--- config.mk ---
export PLATFORM = sky130hd
export DESIGN_NAME = grant_decoder_fsm_flat
export DESIGN_NICKNAME = d
export VERILOG_FILES = /design/src/rtl/grant_decoder_fsm_pkg.sv /design/src/rtl/grant_decoder_fsm_if.sv /design/src/rtl/grant_decoder_fsm_hold_timer.sv /design/src/rtl/grant_decoder_fsm.sv /design/src/flat_wrapper.sv
export SDC_FILE = /design/constraint.sdc
export NUM_CORES = 1
export LEC_CHECK = 0
export BUFFER_PORTS_ARGS = -buffer_cell sky130_fd_sc_hd__buf_4
export CAP_MARGIN = 20
export CORE_ASPECT_RATIO = 1.1
export CORE_MARGIN = 1.5
export CORE_UTILIZATION = 30
export DETAILED_ROUTE_END_ITERATION = 16
export PLACE_DENSITY = 0.5
export SYNTH_ARGS = -nofsm -noshare
export SYNTH_HDL_FRONTEND = slang
export SYNTH_SLANG_ARGS = --single-unit
--- constraint.sdc ---
create_clock -name clk -period 2.6 [get_ports clk]
set_input_delay 0.13 -clock clk [delete_from_list [all_inputs] [get_ports clk]]
set_output_delay 0.13 -clock clk [all_outputs]
set_load 0.01 [all_outputs]
--- src/rtl/grant_decoder_fsm_pkg.sv ---
// Shared types and helpers for the grant decoder: state encoding, default sizing
// and the binary-index to one-hot decode used by the top.
package grant_decoder_fsm_pkg;

  typedef enum logic [1:0] {
    ST_IDLE    = 2'd0,
    ST_GRANT   = 2'd1,
    ST_RELEASE = 2'd2
  } state_t;

  localparam int DEF_N        = 8;
  localparam int DEF_W        = 3;
  localparam int DEF_HOLD_MAX = 255;
  localparam int DEF_CW       = 8;

  // Widest grant vector the decode helper can produce; callers truncate to N.
  localparam int MAX_N = 32;

  function automatic logic [MAX_N-1:0] onehot_decode(input logic [31:0] idx);
    logic [MAX_N-1:0] one;
    one = 1;
    onehot_decode = one << idx;
  endfunction

endpackage

--- src/rtl/grant_decoder_fsm_if.sv ---
// Index handshake, per-requester done and grant/status bundle between the
// arbiter/encoder side (master) and the grant decoder (slave).
interface grant_decoder_fsm_if
  import grant_decoder_fsm_pkg::*;
#(
  parameter int N = DEF_N,
  parameter int W = DEF_W
) ();

  logic [W-1:0] bin;
  logic         bin_valid;
  logic         bin_ready;
  logic [N-1:0] done;
  logic [N-1:0] g;
  logic [W-1:0] owner;
  logic         busy;
  logic         timeout_err;
  logic         bad_idx;

  modport master (
    output bin, bin_valid, done,
    input  bin_ready, g, owner, busy, timeout_err, bad_idx
  );

  modport slave (
    input  bin, bin_valid, done,
    output bin_ready, g, owner, busy, timeout_err, bad_idx
  );

endinterface

--- src/rtl/grant_decoder_fsm_hold_timer.sv ---
// Grant hold counter: counts cycles while enabled, saturates at HOLD_MAX and
// flags the last permitted cycle (count == HOLD_MAX-1) while enabled.
module hold_timer
  import grant_decoder_fsm_pkg::*;
#(
  parameter int HOLD_MAX = DEF_HOLD_MAX,
  parameter int CW       = DEF_CW
) (
  input  logic clk,
  input  logic rst,
  input  logic clear,
  input  logic en,
  output logic expire
);

  localparam logic [CW-1:0] LAST = CW'(HOLD_MAX - 1);
  localparam logic [CW-1:0] SAT  = CW'(HOLD_MAX);

  logic [CW-1:0] count;

  always_ff @(posedge clk or posedge rst) begin
    if (rst) begin
      count <= '0;
    end else if (clear) begin
      count <= '0;
    end else if (en && (count != SAT)) begin
      count <= count + CW'(1);
    end
  end

  assign expire = en && (count == LAST);

endmodule

--- src/rtl/grant_decoder_fsm.sv ---
// Grant decoder: accepts a binary index, holds a registered one-hot grant until
// done[owner] or hold timeout. GRANT_BACK2BACK_EN allows re-grant on done.
module grant_decoder_fsm
  import grant_decoder_fsm_pkg::*;
#(
  parameter int N        = DEF_N,
  parameter int W        = DEF_W,
  parameter int HOLD_MAX = DEF_HOLD_MAX,
  parameter int CW       = DEF_CW
) (
  input logic                clk,
  input logic                rst,
  grant_decoder_fsm_if.slave bus
);

  // N always fits in W+1 bits because 2**W >= N.
  localparam logic [W:0] N_EXT = (W+1)'(N);

  state_t       state;
  state_t       state_next;
  logic [N-1:0] g_q;
  logic [N-1:0] g_next;
  logic [W-1:0] owner_q;
  logic [W-1:0] owner_next;
  logic         bad_q;
  logic         bad_next;
  logic         timeout;
  logic         timer_clear;
  logic         expire;
  logic         idx_ok;
  logic         done_own;
  logic         transfer;
  logic [N-1:0] g_dec;

  assign idx_ok   = ({1'b0, bus.bin} < N_EXT);
  assign done_own = (state == ST_GRANT) && bus.done[owner_q];
  assign g_dec    = N'(onehot_decode(32'(bus.bin)));

`ifdef GRANT_BACK2BACK_EN
  assign bus.bin_ready = (state == ST_IDLE) || done_own;
`else
  assign bus.bin_ready = (state == ST_IDLE);
`endif

  assign transfer = bus.bin_valid && bus.bin_ready;

  hold_timer #(
    .HOLD_MAX (HOLD_MAX),
    .CW       (CW)
  ) u_hold_timer (
    .clk    (clk),
    .rst    (rst),
    .clear  (timer_clear),
    .en     (state == ST_GRANT),
    .expire (expire)
  );

  always_ff @(posedge clk or posedge rst) begin
    if (rst) begin
      state   <= ST_IDLE;
      g_q     <= '0;
      owner_q <= '0;
      bad_q   <= 1'b0;
    end else begin
      state   <= state_next;
      g_q     <= g_next;
      owner_q <= owner_next;
      bad_q   <= bad_next;
    end
  end

  // The counter is held cleared outside GRANT so every grant starts from zero.
  always_comb begin
    state_next  = state;
    g_next      = g_q;
    owner_next  = owner_q;
    bad_next    = 1'b0;
    timeout     = 1'b0;
    timer_clear = (state != ST_GRANT);
    case (state)
      ST_IDLE: begin
        if (transfer) begin
          if (idx_ok) begin
            state_next = ST_GRANT;
            g_next     = g_dec;
            owner_next = bus.bin;
          end else begin
            bad_next = 1'b1;
          end
        end
      end
      ST_GRANT: begin
        if (done_own) begin
          state_next = ST_RELEASE;
          g_next     = '0;
          owner_next = '0;
`ifdef GRANT_BACK2BACK_EN
          if (transfer) begin
            if (idx_ok) begin
              state_next  = ST_GRANT;
              g_next      = g_dec;
              owner_next  = bus.bin;
              timer_clear = 1'b1;
            end else begin
              bad_next = 1'b1;
            end
          end
`endif
        end else if (expire) begin
          state_next = ST_RELEASE;
          g_next     = '0;
          owner_next = '0;
          timeout    = 1'b1;
        end
      end
      ST_RELEASE: begin
        state_next = ST_IDLE;
      end
      default: begin
        state_next = ST_IDLE;
        g_next     = '0;
        owner_next = '0;
      end
    endcase
  end

  // timeout_err marks the final held cycle; bad_idx follows the rejecting edge.
  assign bus.g           = g_q;
  assign bus.owner       = owner_q;
  assign bus.busy        = (state == ST_GRANT);
  assign bus.timeout_err = timeout;
  assign bus.bad_idx     = bad_q;

endmodule
--- src/flat_wrapper.sv ---
// flat-port wrapper written by rule: the top's interface ports become plain ports
module grant_decoder_fsm_flat import grant_decoder_fsm_pkg::*;
#(
  parameter int N        = DEF_N,
  parameter int W        = DEF_W,
  parameter int HOLD_MAX = DEF_HOLD_MAX,
  parameter int CW       = DEF_CW
)
  (clk, rst, bus_bin, bus_bin_valid, bus_done, bus_bin_ready, bus_g, bus_owner, bus_busy, bus_timeout_err, bus_bad_idx);
  grant_decoder_fsm_if #(.N(N), .W(W)) bus_i ();
  input logic clk;
  input logic rst;
  input wire logic [$bits(bus_i.bin)-1:0] bus_bin;
  input wire logic [$bits(bus_i.bin_valid)-1:0] bus_bin_valid;
  input wire logic [$bits(bus_i.done)-1:0] bus_done;
  output wire logic [$bits(bus_i.bin_ready)-1:0] bus_bin_ready;
  output wire logic [$bits(bus_i.g)-1:0] bus_g;
  output wire logic [$bits(bus_i.owner)-1:0] bus_owner;
  output wire logic [$bits(bus_i.busy)-1:0] bus_busy;
  output wire logic [$bits(bus_i.timeout_err)-1:0] bus_timeout_err;
  output wire logic [$bits(bus_i.bad_idx)-1:0] bus_bad_idx;
  assign bus_i.bin = bus_bin;
  assign bus_i.bin_valid = bus_bin_valid;
  assign bus_i.done = bus_done;
  assign bus_bin_ready = bus_i.bin_ready;
  assign bus_g = bus_i.g;
  assign bus_owner = bus_i.owner;
  assign bus_busy = bus_i.busy;
  assign bus_timeout_err = bus_i.timeout_err;
  assign bus_bad_idx = bus_i.bad_idx;
  grant_decoder_fsm #(.N(N), .W(W), .HOLD_MAX(HOLD_MAX), .CW(CW)) u_core (.clk(clk), .rst(rst), .bus(bus_i));
endmodule
; Word level (Yosys, flattened, before mapping)
; Cells that the tools add are included.
[classes]
n_bitwise = 1
addsub = 1
reduce_logical = 8
n_eq_ne = 7
muxes = 19
n_lt_le_gt_ge = 1
shifts = 1
[op_table]
columns = cell, n
row1 = 8-bit two-way mux, 5
row2 = 8-bit one-hot mux with 3 select lines, 1
row3 = 3-bit two-way mux, 3
row4 = 3-bit one-hot mux with 3 select lines, 1
row5 = 8-bit by 1-bit adder with 8-bit output (second input constant), 1
row6 = 8-bit equality test (second input constant), 1
row7 = 8-bit inequality test (second input constant), 1
row8 = 1-bit by 3-bit << shifter with 8-bit output (first input constant), 1
row9 = 2-bit two-way mux, 3
row10 = 1-bit logical AND, 4
row11 = 3-bit by 4-bit < comparator with 1-bit output (second input constant), 1
row12 = 1-bit two-way mux, 4
row13 = 2-bit one-hot mux with 2 select lines, 1
row14 = 1-bit binary-select mux with 3-bit select, 1
row15 = 3-bit by 1-bit inequality test with 1-bit output (second input constant), 1
row16 = 3-bit AND reduction, 1
row17 = 2-bit by 1-bit equality test with 1-bit output (second input constant), 1
row18 = 2-bit equality test (second input constant), 1
row19 = 2-bit logical NOT, 1
row20 = 2-bit by 1-bit inequality test with 1-bit output (second input constant), 1
row21 = 2-bit inequality test (second input constant), 1
row22 = 2-bit AND reduction, 1
row23 = 2-bit nonzero test, 1
row24 = 1-bit inverter, 1
[totals]
register_bits = 21
wordCells = 42
in_bits = 14
out_inout_bits = 15

; Logic depth before layout (Yosys ltp)
[logic_depth]
depth_word = 5
depth_mapped = 6

; Cells and area by module
; Synthesis repeated with hierarchy kept, for this count alone.
[unflattened]
hier_cells = 103
area_unflattened_um2 = 1079.8
[by_module_without_submodules]
columns = mod, seq_area_each_um2, cells_per_inst, n_inst, area_per_inst_um2
row1 = grant_decoder_fsm, 325.3, 53, 1, 636.9
row2 = hold_timer, 200.2, 50, 1, 442.9

; Least setup slack after synthesis
; Ideal clock, no wire load.
[synth_path]
kind = register to register
from = register u_core.owner_q[0] (netlist: u_core.bus.owner[0])
to = register u_core.g_q[0] (netlist: u_core.bus.g[0])
stages_incl_launch_ff = 5
period_less_slack_ps = 1917
t_arrival_ps = 1842
path_buffers = 0
setup_slack_ps = 683
path_cell_list = dfrtp_1 mux2_2 mux4_2 o32a_4 o21ai_2
[synth_between]
elab_chain_len = 5
word_cells_on_any_way = 7
[synth_rtl]
columns = element, line_no
row1 = start: declaration, grant_decoder_fsm.sv:23  ; logic [W-1:0] owner_q;
row2 = start signal: assignment, grant_decoder_fsm.sv:67  ; owner_q <= owner_next;
row3 = 1-bit binary-select mux with 3-bit select *, grant_decoder_fsm.sv:36  ; assign done_own = (state == ST_GRANT) && bus.done[owner_q];
row4 = 1-bit two-way mux (implied by the code) *, grant_decoder_fsm.sv:36
row5 = 1-bit logical AND *, grant_decoder_fsm.sv:36
row6 = 3-bit by 1-bit inequality test with 1-bit output (no line) or 8-bit two-way mux (tied branches), n/a
row7 = 3-bit AND reduction (no line) or 8-bit one-hot mux with 3 select lines (tied branches), n/a
row8 = end signal: assignment, grant_decoder_fsm.sv:66  ; g_q <= g_next;
row9 = end: declaration, grant_decoder_fsm.sv:21  ; logic [N-1:0] g_q;
; Every way passes the cells marked *; elsewhere a longest branch is shown, timed or not. The select of a mux whose other input is x is not followed.
; A chain may end at the register's enable or synchronous reset.

; Final worst setup path
[layout_path]
from = register u_core.owner_q[0] (netlist: u_core.bus.owner[0])
to = output port bus_timeout_err
[layout_between]
elab_chain_len = 5
[layout_rtl]
columns = element, line_no
row1 = 1-bit binary-select mux with 3-bit select, grant_decoder_fsm.sv:36
row2 = 1-bit two-way mux (implied by the code), grant_decoder_fsm.sv:36
row3 = 1-bit logical AND, grant_decoder_fsm.sv:36
row4 = 1-bit two-way mux, grant_decoder_fsm.sv:93  ; if (done_own) begin
row5 = 1-bit two-way mux, grant_decoder_fsm.sv:80  ; case (state)
row6 = end: declaration, flat_wrapper.sv:20  ; output wire logic [$bits(bus_i.timeout_err)-1:0] bus_timeout_err;
; Every way passes these cells. The select of a mux whose other input is x is not followed.

==> summary.md <==
| Metric | Value |
|---|---|
| PostCTS Resize Cnt | `0` |
| Vias | `877` |
| Min Tclk post-route | `just over 2 ns` |
| Post-layout util | `39.4%` |
| Post-DR wirelength/cell | `11.9 um` |
| Clk slew on worst S/H paths | `0.08 ns` |
| Worst hold margin | `0.0313 ns` |
| Count leader, synth | `dfrtp_1` |
| Mapped cell area | `1120 sq um` |
| GP Congestion | `0.792` |
| # clock sinks | `21` |
| Worst Setup Start Kind | `flop` |
| Die Span Y | `roughly 67 um` |
| Via/cell ratio | `about 4.6` |
| Worst Skew | `just under 0.006 ns` |
| Fraction of layout cells with a size suffix above 1 | `33.6%` |
| Hpwl dp | `1710 um` |
| Switch share | `37.1%` |
| Top Ports | `29` |
| Core Area | `3600 sq um` |
| Area share of the largest cell type after synthesis | `47.0%` |
| Total Wirelength | `2260 um` |
| Cts bufs inserted | `3` |
| Synth cell count leaders | `dfrtp_1, inv_1, nand2_1, nor2_1, o21ai_2` |
| Register bit total from synthesis | `21` |
| CTS root buf | `clkbuf_8` |
| Iter 0 DRT Violations | `51` |
| Yosys warns | `0` |
| Period utilisation layout | `just under 80%` |
| Final instance area | `1420 sq um` |
| Pleak | `approximately 0.00065 uW` |
| Initial Util | `31.1%` |
| Crit path capture type | `output pin` |
| Congestion Overflow GR | `0` |
| Postcts setup bufs | `0` |
| Pin count of the biggest net entering global routing | `22` |
| Antenna Nets Post-Route | `0` |
| Post-Syn Nets | `127` |
| Max_slew headroom | `45.2%` |
| Status | `completed` |
| Vias in the first global route | `between 800 and 900` |
| NetSw | `431 uW` |
| Initial antenna violation count | `0` |
| CTS H-tree lvls | `1` |
| Hold Violations, Final | `0` |
| CTS tree | `done` |
| Top cells by area, synth | `dfrtp_1, o21ai_2, inv_1` |
| Synth Instances | `111` |
| Filler cell count | `377` |
| RSZ-0062 raised after global routing | `no` |
| Worst min-delay path category | `primary input to asynchronous set/reset pin` |
| Crit path kind | `flop to output pin` |
| Worst Path Required | `approximately 2.5 ns` |
| I/O Buffers | `27` |
| Sequential fraction of the synthesis area | `47.0%` |
| Worst-Skew Late Latency | `0.26 ns` |
| Clock Power Share | `18.4%` |
| DIE AREA | `between 4000 and 5000 sq um` |
| Final setup viols | `0` |
| Least-Margin Pin Slew | `0.822 ns` |
| Max Fclk | `between 400 and 500 MHz` |
| P_int | `around 730 uW` |
| Row count | `23` |
| Pwr Density | `819 nW/um^2` |
| Die W | `about 61 um` |
| Post-synth top area cell | `dfrtp_1` |
| Placed cell areas | `roughly 1400 sq um` |
| Final Power | `1160 uW` |
| Distinct cells, synth | `32` |
| Post-route DRC | `0` |
| Fin Setup TNS | `0 ns` |
| Clock buffer depth | `2` |
| Antenna diodes | `0` |
| Maximum vdd ir drop | `around 0.24 mV` |
| Syn Area/Cell | `between 10 and 15 sq um` |
| Ys async rst share | `between 90% and 100%` |
| Post-layout net count | `157` |
| Overall Global Routing Usage | `about an eighth` |
| CP Max Fanout | `6` |
| CP arrival | `roughly 1.9 ns` |
| DR pass1 iterations | `4` |
| Sequential power share | `40.3%` |
| Post-synth EDFFs | `0` |
| Combinational fraction of design power | `between 40% and 50%` |
| Synth-to-Final Area Change | `26.8%` |
| Max Cap Viol | `0` |
| Top_reg_cell synth | `dfrtp_1` |
| First-pass GRT wire length | `a little under 4000 um` |
| Hold-fix buffers at CTS | `0` |
| Slew Limit Fails | `0` |
## cell families after synthesis
| family | after synthesis | synth area share, % |
|---|---|---|
| AND/OR/NAND/NOR | 39 | 18.0 |
| other | 1 | 0.335 |
| multiplexers | 5 | 6.04 |
| buffers and inverters | 16 | 5.70 |
| XOR/XNOR | 2 | 1.57 |
| flip-flops | 21 | 47.0 |
| AO/OA/AOI/OAI | 25 | 19.1 |
| adder cells (fa/ha/maj) | 2 | 2.24 |
## layout by cell type, fill, tap and decap left out, types with 3 or more instances in the layout
cell type	instances
dfrtp_1	21
nor2b_1	4
a31oi_1	3
o21ai_2	8
nor2_1	8
inv_1	14
and3_1	4
mux2_2	3
nand3_1	6
a211oi_1	3
nand2_1	9
clkbuf_8	3
buf_4	27
## flip-flops by register name, summed over array words and instances, names as in the netlist
| signal | flops |
|---|---|
| u_core.bus.g | 8 |
| u_core.bus.owner | 3 |
| u_core.state | 2 |
| u_core.u_hold_timer.count | 8 |
## final cells by class
cell class                      instances  area, sq um  share of cell area [%]
Timing Repair Buffer                   27          203                    14.3
Clock buffer                            3         41.3                    2.91
Tap cell                               50         62.6                    4.41
Clock inverter                          1         5.00                   0.353
Multi-Input combinational cell         74          529                    37.3
Inverter                               14         52.6                    3.70
Sequential cell                        21          526                    37.0
## routing by layer
layer | share of wire, % | track usage (%) | vias to the layer above
met5 | 0 | 0 | -
met4 | 0.35 | 3.80 | 0
met3 | 4.8 | 2.72 | 2
met2 | 51 | 21.0 | 17
met1 | 43 | 15.3 | 415
li1 | - | - | 443
## power groups by stage
stage | logic [uW] | registers, uW | clock network [uW]
2_1_floorplan | 305 | 481 | 0
3_3_place_gp | 484 | 475 | 0
3_5_place_dp | 486 | 477 | 0
4_1_cts | 489 | 470 | 224
5_1_grt | 526 | 484 | 246
6_report | 481 | 468 | 213
## critical path, stage by stage (launching register included)
cell     delay, ns
dfrtp_1       0.45
mux2_2        0.36
mux4_2        0.50
and2b_1       0.22
buf_4         0.12
## path summary, 6_finish.rpt
kind | startpoint | endpoint | slack [ns] | cells after the start
max | u_core.bus.owner[0] | bus_timeout_err | 0.57 | 4
min | rst | u_core.bus.g[0] | 0.03 | 2
max reg2reg | u_core.bus.owner[0] | u_core.bus.g[0] | 0.63 | 4
min reg2reg | u_core.bus.g[6] | u_core.bus.g[6] | 0.53 | 2
max in group asynchronous | rst | u_core.bus.g[6] | 2.06 | 2
min in group clk | bus_bin[2] | u_core.bus.g[6] | 0.17 | 3
## metrics by stage
step,std cells,worst slack [ns]
2_1_floorplan,111,0.683
3_5_place_dp,186,0.624
6_report,190,0.569
4_1_cts,190,0.548
3_3_place_gp,186,0.662
5_1_grt,190,0.482
Note: power is estimated with default switching activity, not from simulation.
